==> src/rtl/al_pkg.sv <==
// al_pkg
// Shared types, limits and helpers for the alarm-clock time keeping logic.
// Times are packed BCD HH:MM in 24-hour format.
//   bcd_digit_t  : one BCD digit
//   hhmm_t       : {ms_hour, ls_hour, ms_min, ls_min}
//   hhmm_valid() : 1 when every digit is a legal clock digit for its position
package al_pkg;

    typedef logic [3:0] bcd_digit_t;

    typedef struct packed {
        bcd_digit_t ms_hour;
        bcd_digit_t ls_hour;
        bcd_digit_t ms_min;
        bcd_digit_t ls_min;
    } hhmm_t;

    localparam bcd_digit_t MAX_MS_HOUR      = 4'd2;
    localparam bcd_digit_t MAX_LS_HOUR_AT_2 = 4'd3;
    localparam bcd_digit_t MAX_MS_MIN       = 4'd5;
    localparam bcd_digit_t MAX_DIGIT        = 4'd9;

    function automatic logic hhmm_valid(input hhmm_t v);
        logic ok;
        ok = (v.ms_hour <= MAX_MS_HOUR) && (v.ls_hour <= MAX_DIGIT) &&
             (v.ms_min  <= MAX_MS_MIN)  && (v.ls_min  <= MAX_DIGIT);
        // 20..23 are the only legal hours with a leading 2
        if ((v.ms_hour == MAX_MS_HOUR) && (v.ls_hour > MAX_LS_HOUR_AT_2)) begin
            ok = 1'b0;
        end
        return ok;
    endfunction

endpackage

==> src/rtl/bcd_hhmm_inc.sv <==
// bcd_hhmm_inc
// Combinational one-minute increment of a packed BCD HH:MM value.
//   cur  : current time (assumed valid)
//   nxt  : cur + 1 minute, wrapping 23:59 -> 00:00
//   wrap : 1 when this increment is the 23:59 -> 00:00 wrap
module bcd_hhmm_inc
    import al_pkg::*;
(
    input  hhmm_t cur,
    output hhmm_t nxt,
    output logic  wrap
);

    always_comb begin
        nxt  = cur;
        wrap = 1'b0;
        if (cur.ls_min != MAX_DIGIT) begin
            nxt.ls_min = cur.ls_min + 4'd1;
        end else begin
            nxt.ls_min = 4'd0;
            if (cur.ms_min != MAX_MS_MIN) begin
                nxt.ms_min = cur.ms_min + 4'd1;
            end else begin
                nxt.ms_min = 4'd0;
                if ((cur.ms_hour == MAX_MS_HOUR) && (cur.ls_hour == MAX_LS_HOUR_AT_2)) begin
                    nxt.ms_hour = 4'd0;
                    nxt.ls_hour = 4'd0;
                    wrap        = 1'b1;
                end else if (cur.ls_hour != MAX_DIGIT) begin
                    nxt.ls_hour = cur.ls_hour + 4'd1;
                end else begin
                    nxt.ls_hour = 4'd0;
                    nxt.ms_hour = cur.ms_hour + 4'd1;
                end
            end
        end
    end

endmodule

==> src/rtl/al_time_keeper.sv <==
// al_time_keeper
// Running time of day plus alarm setting for the alarm clock.
//   clk256, reset         : clock and asynchronous active-high reset
//   one_minute            : advance the time by one minute
//   load_new_time         : load new_value into the time register (wins over one_minute)
//   load_alarm            : load new_value into the alarm register and arm it
//   show_alarm            : 1 = digits show alarm, 0 = digits show time
//   alarm_ack             : silence a sounding alarm
//   new_value             : BCD {ms_hour, ls_hour, ms_min, ls_min}
//   bcd_*                 : display digits (combinational mux of the registers)
//   sound_alarm           : alarm sounding level
//   load_error            : one-cycle pulse after an invalid load
//   rollover              : one-cycle pulse after a 23:59 -> 00:00 tick
module al_time_keeper
    import al_pkg::*;
#(
    parameter int ALARM_MINUTES = 1
) (
    input  logic        clk256,
    input  logic        reset,
    input  logic        one_minute,
    input  logic        load_new_time,
    input  logic        load_alarm,
    input  logic        show_alarm,
    input  logic        alarm_ack,
    input  logic [15:0] new_value,
    output logic [3:0]  bcd_ms_hour,
    output logic [3:0]  bcd_ls_hour,
    output logic [3:0]  bcd_ms_min,
    output logic [3:0]  bcd_ls_min,
    output logic        sound_alarm,
    output logic        load_error,
    output logic        rollover
);

    hhmm_t      time_q, time_d;
    hhmm_t      alarm_q, alarm_d;
    logic       armed_q, armed_d;
    logic       sounding_q, sounding_d;
    logic [3:0] cnt_q, cnt_d;
    logic       load_error_q, load_error_d;
    logic       rollover_q, rollover_d;

    hhmm_t      time_inc;
    hhmm_t      new_hhmm;
    hhmm_t      shown;
    logic       inc_wrap;
    logic       new_valid;

    assign new_hhmm  = hhmm_t'(new_value);
    assign new_valid = hhmm_valid(new_hhmm);

    bcd_hhmm_inc u_inc (
        .cur  (time_q),
        .nxt  (time_inc),
        .wrap (inc_wrap)
    );

    always_comb begin
        time_d       = time_q;
        alarm_d      = alarm_q;
        armed_d      = armed_q;
        sounding_d   = sounding_q;
        cnt_d        = cnt_q;
        load_error_d = 1'b0;
        rollover_d   = 1'b0;

        // A load drops a coincident tick entirely, including its rollover.
        if (load_new_time) begin
            if (new_valid) begin
                time_d = new_hhmm;
            end else begin
                load_error_d = 1'b1;
            end
        end else if (one_minute) begin
            time_d     = time_inc;
            rollover_d = inc_wrap;
        end

        if (load_alarm) begin
            if (new_valid) begin
                alarm_d    = new_hhmm;
                armed_d    = 1'b1;
                sounding_d = 1'b0;
            end else begin
                load_error_d = 1'b1;
            end
        end

        // Minute countdown of an unacknowledged alarm.
        if (one_minute && sounding_q) begin
            cnt_d = cnt_q - 4'd1;
            if (cnt_d == 4'd0) begin
                sounding_d = 1'b0;
            end
        end

        // Trigger only on a change of the time register, compared against the
        // alarm state as it will be after this edge.
        if ((time_d != time_q) && armed_d && (time_d == alarm_d)) begin
            sounding_d = 1'b1;
            cnt_d      = 4'(ALARM_MINUTES);
        end

        if (alarm_ack) begin
            sounding_d = 1'b0;
        end
    end

    always_ff @(posedge clk256 or posedge reset) begin
        if (reset) begin
            time_q       <= '0;
            alarm_q      <= '0;
            armed_q      <= 1'b0;
            sounding_q   <= 1'b0;
            cnt_q        <= 4'd0;
            load_error_q <= 1'b0;
            rollover_q   <= 1'b0;
        end else begin
            time_q       <= time_d;
            alarm_q      <= alarm_d;
            armed_q      <= armed_d;
            sounding_q   <= sounding_d;
            cnt_q        <= cnt_d;
            load_error_q <= load_error_d;
            rollover_q   <= rollover_d;
        end
    end

    assign shown       = show_alarm ? alarm_q : time_q;
    assign bcd_ms_hour = shown.ms_hour;
    assign bcd_ls_hour = shown.ls_hour;
    assign bcd_ms_min  = shown.ms_min;
    assign bcd_ls_min  = shown.ls_min;

    assign sound_alarm = sounding_q;
    assign load_error  = load_error_q;
    assign rollover    = rollover_q;

endmodule

==> config.mk <==
export PLATFORM = sky130hd
export DESIGN_NAME = al_time_keeper
export DESIGN_NICKNAME = d
export VERILOG_FILES = /design/src/rtl/al_pkg.sv /design/src/rtl/bcd_hhmm_inc.sv /design/src/rtl/al_time_keeper.sv
export SDC_FILE = /design/constraint.sdc
export NUM_CORES = 1
export LEC_CHECK = 0
export CELL_PAD_IN_SITES_DETAIL_PLACEMENT = 0
export CELL_PAD_IN_SITES_GLOBAL_PLACEMENT = 2
export CORE_MARGIN = 10
export CORE_UTILIZATION = 31
export DETAILED_ROUTE_END_ITERATION = 10
export PLACE_DENSITY = 0.75
export SYNTH_ARGS = -nofsm -noshare
export SYNTH_HDL_FRONTEND = slang
export SYNTH_HIERARCHICAL = 1
export SYNTH_SLANG_ARGS = --single-unit
==> constraint.sdc <==
create_clock -name clk256 -period 2.8 [get_ports clk256]
set_clock_uncertainty 0.15 [all_clocks]
set_input_delay 0.28 -clock clk256 [delete_from_list [all_inputs] [get_ports clk256]]
set_output_delay 0.28 -clock clk256 [all_outputs]
set_load 0.05 [all_outputs]
==> impl_metrics.toml <==
[synth]
synth-edff-count = 0
ys_async_sr_fraction_pct = 100
synth_area_um2 = 3290
syn_nets = 389
ys_warn_count = 6
synth_seq_cells = 40
synth-main-ff-cell = "dfrtp_1"
ys_types = 69
syn_avg_cell_area_um2 = 9.14
syn_inst = 360
ys_seq_area_share_pct = 30.4

[timing]
slew_headroom_pct = 63.1
fmax_mhz = 330
tightest_slew_ns = 0.554
setup_viol = 5
tns_ns = -1.08
hold_viol = 0
worst_slack_ns = -0.227
period_share_pct = 108
slew_viol_final = 0
rsz0062_at_grt = "true"
fin_crit_ns = 3.03

[placement]
io_buffers = 41
dpl_worst_slack_ns = -0.418
gp_congestion = 0.875
place_hpwl_um = 8550

[routing]
drt-initial-drc-count = 158
finalWirelength_um = 10800
drtPass1Iterations = 4
wl_per_cell_um = 17.0
via_count = 3146
drc = 0
ant_nets = 0
avgViaCountPerCell = 4.95

[global_route]
overflow = 0
grt_antenna_before_repair = 0
grt_pass1_wl_um = 17500
grt_pass1_vias = 3226
grt_start_max_net_pins = 41
grt_util_all_layers_pct = 14.6

[clock_tree]
h-tree-depth = 2
cts_inserted_buffers = 5
cts.sinks = 40
cts_root_buf = "clkbuf_8"
cts_buffer_depth = 2
cts_tree = "done"
clock_latency_ns = 0.30
clk_pin_slew_ns = 0.09
cts_hold_buf = 0

[finish]
layout_commonest_cell = "buf_4"
final_core_util_pct = 46.8
num_antenna_cells = 0
drive_gt1_share_pct = 36.8
nNetsFinal = 528
area_growth_pct = 46.9
final_cell_mix = "115 x buf_4, 37 x dfrtp_1, 34 x xor2_1, 34 x nand2_1"

[run_status]
violations = "negative setup slack"
status = "finished, violations left"

[min_path]
min_path_type = "in2async"

[critical_path]
critPathKind = "reg2reg"
r2r_slack_ns = -0.23
end_kind = "flip-flop"
cp_max_fo = 5
critical_path_required_ns = 2.82
critical_path_arrival_ns = 3.05
cp-start-kind = "flip-flop"

[floorplanning]
io_pins = 42
die_y_um = 123
die_area_um2 = 15100
std_cell_rows = 37
start_util_pct = 31.9
fp.coreArea_um2 = 10300
die_w_um = 123

[power]
p_per_area_nw_per_um2 = 574
power.leakage_nw = 2.27
peakVddDrop_v = 0.000265

[run]
drv_cap = 0
## worst max-delay path, cell delays in order, from the launching register on
cell      delay (ns)
dfrtp_2         0.41
and4bb_4        0.38
and4b_2         0.31
buf_6           0.13
nand2_4         0.06
o31ai_4         0.22
nand2_1         0.09
o211ai_1        0.10
o311a_1         0.26
xor2_1          0.17
nand3_1         0.14
nor4_4          0.36
a21oi_1         0.12
## repair_timing
action                     4_1_cts  5_1_grt
setup buffers                   10        0
setup endpoints to repair        5        5
gates resized for setup         18        2
pin swaps                       15        1
cloned                           0        0
## worst paths after layout
path,cells after the start,start,endpoint
worst max-delay path,12,time_q[2],cnt_q[3]
worst min-delay path,3,reset,cnt_q[1]
max in group asynchronous,3,reset,time_q[8]
worst max register to register,12,time_q[2],cnt_q[3]
worst min register to register,1,armed_q,armed_q
min in group clk256,1,armed_q,armed_q
## logic make-up after synthesis
logic type,synth area share (%)
AOI/OAI and AO/OA,17.1
xor gates and xnor gates,13.8
DFF,30.4
muxes,11.1
adders and majority gates,2.28
and+or+nand+nor,19.4
buffers and inverters,5.82
## power by group
group	switching [mW]	internal, mW
sequential	0.0576	0.666
combinational	0.831	0.714
clock	0.242	0.265
## Yosys cell counts, types with 2 or more instances
library cell	count	area share, %
mux2_2	15	5.1
nand3_1	11	1.7
buf_2	3	0.46
dfrtp_1	40	30
a22o_1	3	0.80
o22ai_1	2	0.38
a311oi_1	2	0.53
nand2_2	3	0.57
ha_1	6	2.3
and2_1	4	0.76
inv_1	27	3.1
nand3b_1	2	0.46
a21oi_1	9	1.4
nand4_1	7	1.3
mux2_1	2	0.68
nor4_1	7	1.3
a31oi_1	4	0.76
nor3_1	6	0.91
clkbuf_1	6	0.68
a211oi_1	5	1.1
or3_1	3	0.57
and4b_1	2	0.61
a21o_1	3	0.68
xor2_1	34	9.1
o21ai_1	8	1.2
mux2i_1	13	4.0
buf_4	2	0.46
buf_6	3	1.0
mux2_4	2	0.91
nor2b_1	9	1.7
nor2_1	14	1.6
o211ai_1	3	0.68
nand2_1	34	3.9
o211a_1	4	1.2
o21ai_0	10	1.5
nand2b_1	2	0.38
xnor2_1	18	4.8
## metrics by stage
stage / power (mW) / hold WS [ns] / std cells / cell area (um2)
final: 2.78 / 0.265 / 636 / 4830
after global routing: 2.94 / 0.339 / 636 / 4830
after CTS: 2.79 / 0.281 / 636 / 4820
after detailed placement: 2.22 / 0.307 / 622 / 4580
after global placement: 2.21 / 0.302 / 622 / 4580
after floorplan: 1.62 / 0.212 / 360 / 3300
## sequential cells by signal, summed over array words and instances, names as in the netlist
name and flops:
armed_q 1, load_error 1, alarm_q 16, time_q 16
sound_alarm 1, cnt_q 4, rollover 1
## per-layer routing
layer	global-route usage, %	routed length, um	vias up
li1	-	-	1558
met1	19.0	5030	1533
met5	0	0	-
met4	3.93	149	0
met3	1.55	218	8
met2	25.3	5440	47
## cell type report
cell class,count,area [um2]
fill,1024,5490
multi-input combinational,278,2200
timing repair buffer,147,1240
sequential,40,1000
tap,136,170
inverter,27,101
clock buffer,5,68.8
clock inverter,3,42.5
(Power assumes the default switching activity.)
